### src/rtl/gf_2to4_frobenius_engine.sv
// Iterative GF(2^4) Frobenius engine: y = x^(2^k), one squaring per clock.
// A single squarer sits on the data register and its output recirculates
// until the requested number of squarings has been applied.

// Combinational GF(2^4) squaring map (bit 3 = MSB).
module gf_2to4_squarer (
  input  logic [3:0] i_x,
  output logic [3:0] o_y
);

  // Squaring in GF(2^4) is linear over GF(2), so it reduces to four XOR terms.
  always_comb begin
    o_y[3] = i_x[3];
    o_y[2] = i_x[3] ^ i_x[2];
    o_y[1] = i_x[2] ^ i_x[1];
    o_y[0] = i_x[3] ^ i_x[1] ^ i_x[0];
  end

endmodule

module gf_2to4_frobenius_engine #(
  parameter int unsigned NB_DATA = 4,
  parameter int unsigned NB_K    = 4
) (
  input  logic               i_clock,
  input  logic               i_reset_n,
  input  logic               i_valid,
  input  logic [NB_DATA-1:0] i_x,
  input  logic [NB_K-1:0]    i_k,
  output logic               o_ready,
  output logic               o_valid,
  output logic [NB_DATA-1:0] o_y,
  input  logic               i_ready
);

  typedef enum logic [1:0] {
    ST_IDLE = 2'd0,
    ST_RUN  = 2'd1,
    ST_DONE = 2'd2
  } state_t;

  state_t             state_q, state_d;
  logic [NB_DATA-1:0] data_q, data_d;
  logic [NB_K-1:0]    cnt_q, cnt_d;
  logic [NB_DATA-1:0] sq_data;
  logic               accept;

  gf_2to4_squarer u_squarer (
    .i_x (data_q),
    .o_y (sq_data)
  );

  assign accept = (state_q == ST_IDLE) && i_valid;

  // State register; reset discards any in-flight request.
  always_ff @(posedge i_clock) begin
    if (!i_reset_n) begin
      state_q <= ST_IDLE;
    end else begin
      state_q <= state_d;
    end
  end

  // Datapath registers: operand/count capture and the recirculating square.
  always_ff @(posedge i_clock) begin
    if (!i_reset_n) begin
      data_q <= '0;
      cnt_q  <= '0;
    end else begin
      data_q <= data_d;
      cnt_q  <= cnt_d;
    end
  end

  // Next-state logic; the spare encoding falls back to IDLE.
  always_comb begin
    state_d = ST_IDLE;
    case (state_q)
      ST_IDLE: begin
        if (accept) begin
          state_d = (i_k == '0) ? ST_DONE : ST_RUN;
        end else begin
          state_d = ST_IDLE;
        end
      end
      ST_RUN: begin
        // cnt_q counts squarings still to perform, including this cycle's.
        state_d = (cnt_q == NB_K'(1)) ? ST_DONE : ST_RUN;
      end
      ST_DONE: begin
        state_d = i_ready ? ST_IDLE : ST_DONE;
      end
      default: begin
        state_d = ST_IDLE;
      end
    endcase
  end

  // Datapath next values: load on accept, square while running, else hold.
  always_comb begin
    data_d = data_q;
    cnt_d  = cnt_q;
    case (state_q)
      ST_IDLE: begin
        if (accept) begin
          data_d = i_x;
          cnt_d  = i_k;
        end
      end
      ST_RUN: begin
        data_d = sq_data;
        cnt_d  = cnt_q - NB_K'(1);
      end
      default: begin
        data_d = data_q;
        cnt_d  = cnt_q;
      end
    endcase
  end

  // Outputs decode from state only; no combinational path from the inputs.
  always_comb begin
    o_ready = (state_q == ST_IDLE);
    o_valid = (state_q == ST_DONE);
    o_y     = data_q;
  end

endmodule

### config.mk
export PLATFORM = sky130hd
export DESIGN_NAME = gf_2to4_frobenius_engine
export DESIGN_NICKNAME = d
export VERILOG_FILES = /design/src/rtl/gf_2to4_frobenius_engine.sv
export SDC_FILE = /design/constraint.sdc
export NUM_CORES = 1
export LEC_CHECK = 0
export ABC_AREA = 1
export ABC_CLOCK_PERIOD_IN_PS = 1000
export CAP_MARGIN = 25
export CORE_MARGIN = 2
export CORE_UTILIZATION = 40
export CTS_BUF_LIST = sky130_fd_sc_hd__clkbuf_16
export DETAILED_ROUTE_END_ITERATION = 8
export PLACE_DENSITY_LB_ADDON = 0.05
export SLEW_MARGIN = 25
export SYNTH_ARGS = -nofsm -noshare
export SYNTH_HDL_FRONTEND = slang
export SYNTH_SLANG_ARGS = --single-unit
### constraint.sdc
create_clock -name i_clock -period 1 [get_ports i_clock]
set_input_delay 0.2 -clock i_clock [delete_from_list [all_inputs] [get_ports i_clock]]
set_output_delay 0.2 -clock i_clock [all_outputs]
set_load 0.01 [all_outputs]
==> results.json <==
{
  "slowest_stage": "dfxtp_2",
  "hold_viol_final": 0,
  "synth.distinct_cells": 20,
  "ys.warnings.count": 0,
  "final.min_clock_period_ns": 1.06,
  "place_hpwl_mm": 1.28,
  "cp_num_cells": 7,
  "viasPerCell": 4.83,
  "tightest_slew_ns": 0.299,
  "cp_max_fo": 8,
  "grt_usage_pct": 21.1,
  "synth_fp_nets": 110,
  "place_congestion": 0.859,
  "wl_per_cell_um": 11.2,
  "reg2regPathDepth": 7,
  "io_buffers": 17,
  "ant_nets": 0,
  "dr_total_vias": 725,
  "critPathArrivalTime_ns": 1.23,
  "post_cts_buffers": 0,
  "grt_pass1_wl_mm": 2.95,
  "floorplan.initialDensity_pct": 42.0,
  "crit_path_end_kind": "flop",
  "worstSkewPairLatency_ns": 0.24,
  "power.density_nw_per_um2": 1640,
  "setup_viol": 12,
  "clock_sinks": 10,
  "multi_input_area_um2": 390,
  "cts_tree": "built",
  "cts_max_path_buffers": 2,
  "grt_overflow": 0,
  "crit_chain": "buf_6 -> o21ai_2 -> buf_6 -> nand2_2 -> nand2_2 -> inv_2 -> a21oi_2",
  "wl_mm": 1.68,
  "dieArea_um2": 1880,
  "die_y_um": 43.3,
  "max_freq_mhz": 948,
  "p_leak_nw": 0.506,
  "slew_viol_final": 0,
  "drt_first_iter_violations": 11,
  "postSynthCellCount": 96,
  "diodes": 0,
  "die_w_um": 43.3,
  "drc": 0,
  "cap_violations": 0,
  "avgSynthCellArea_um2": 6.44,
  "num-fill-cells": 127,
  "layout.nets": 149,
  "clk_pin_slew_ns": 0.04,
  "synth_area_um2": 618,
  "skew_ns": 0.00351,
  "peakVddDrop_v": 0.00110,
  "holdPathStages": 2,
  "core_region_area_um2": 1470,
  "hold_class": "reg -> reg",
  "rsz0062_at_grt": "true",
  "post-route-util_pct": 71.3,
  "setup_ws_ns": -0.0551,
  "dr.pass1.iters": 4,
  "yosysSeqAreaShare_pct": 32.4,
  "violations": "setup timing",
  "antenna_found_initial": 0,
  "path_buf_inv": 3,
  "ys_ff_latch": 10,
  "regArea_um2": 204,
  "root_buffer": "clkbuf_16",
  "rows": 14,
  "finalSetupTns_ns": -0.337,
  "critPathLaunchType": "flop",
  "htree_levels": 1,
  "grt_start_max_net_pins": 10,
  "num_io_pins": 18,
  "cts-buffers-inserted": 3,
  "slew_headroom_pct": 80.1,
  "syn_to_final_growth_pct": 69.6,
  "grt_pass1_vias": 690,
  "outcome": "finished with violations",
  "crit_family": "flip-flops",
  "post-route-period-util_pct": 106,
  "total_power_mw": 1.72,
  "required_ns": 1.18,
  "critPathMaxStageDelay_ns": 0.33,
  "final_layout_size_suffix_gt1_share_pct": 35.8,
  "crit_type": "reg -> reg"
}
state kept, by name, indices dropped and copies added, names as in the netlist:
signal   flops
cnt_q        4
state_q      2
o_y          4
worst paths after layout:
| check | start | to | slack [ns] |
|---|---|---|---|
| worst min-delay path | cnt_q[3] | cnt_q[3] | 0.52 |
| worst min register to register | cnt_q[3] | cnt_q[3] | 0.52 |
| worst max-delay path | state_q[0] | o_y[0] | -0.06 |
| worst max register to register | state_q[0] | o_y[0] | -0.06 |
metrics by stage:
stage          area (um^2)  cells  worst slack, ns  hold WS, ns
6_report              1050    150          -0.0551        0.516
5_1_grt               1050    150           -0.137        0.545
4_1_cts               1060    150          -0.0504        0.513
3_5_place_dp           936    146           -0.303        0.502
3_3_place_gp           936    146           -0.274        0.501
2_1_floorplan          618     96          0.00606        0.298
report_power, final:
part | total, mW | switching [mW] | leakage [nW] | internal (mW)
clock network | 0.723 | 0.198 | 0.0385 | 0.525
logic | 0.520 | 0.263 | 0.384 | 0.257
registers | 0.477 | 0.0306 | 0.0838 | 0.446
placed cells by master, fill, tap and decap left out, drive strengths merged:
cell and count:
dlygate4sd2 1, clkbuf 5, o21a 1, o21ai 4, clkinv 2, inv 15
nor3b 1, clkdlybuf4s15 1, a21oi 5, nand3 10, nand4 1, buf 20
nor2 11, ha 2, dfxtp 10, nand2 31, nand3b 1, nor3 3
clkdlybuf4s50 10
cell families (layout without fill, tap and decap cells):
logic type                 Yosys count  after routing  share of synthesized area, %
adders and majority gates            2              2                          4.05
AOI/OAI and AO/OA                   10             10                          10.3
DFF                                 10             10                          32.4
buffers and inverters               16             54                          10.5
and+or+nand+nor                     58             58                          42.7
per-layer routing:
metal | vias to the layer above | GRT usage [%] | wire, um
met5 | - | 0 | 0
met1 | 328 | 27.7 | 760
li1 | 380 | - | -
met4 | 0 | 4.24 | 13
met3 | 2 | 5.53 | 83
met2 | 15 | 34.9 | 818
worst min-delay path: cells and delay by family (launching register included):
family / cells / cell delay (ns)
AO/OA/AOI/OAI: 1 / 0.05
flip-flops: 1 / 0.33
AND/OR/NAND/NOR: 1 / 0.09
layout make-up:
type	instances	area share, %
tap	16	1.91
timing repair buffer	34	27.4
clock buffer	3	7.16
inverter	16	6.44
sequential	10	19.5
clock inverter	1	0.358
multi-input combinational	70	37.2
repair_timing:
item	CTS	global route
resized for setup	32	6
pin swaps	4	0
hold buffers	0	0
endpoints found under the hold margin	0	0
endpoints found under the setup margin	16	16
cell usage after synthesis:
library cell  instances  area (um^2)
nor3b_2               1         12.5
nand2_1              28          105
o21a_1                1         7.51
nand3_1              10         50.1
nor2_1                8         30.0
inv_2                 3         11.3
ha_1                  2         25.0
nand4_1               1         6.26
o21ai_0               1         5.00
nand2_2               3         18.8
nand3b_1              1         7.51
nor2_2                3         18.8
a21oi_1               3         15.0
clkinv_4              1         8.76
a21oi_2               2         17.5
dfxtp_1              10          200
o21ai_1               2         10.0
nor3_1                3         15.0
inv_1                12         45.0
o21ai_2               1         8.76
Power figures use the tool's default switching activity.
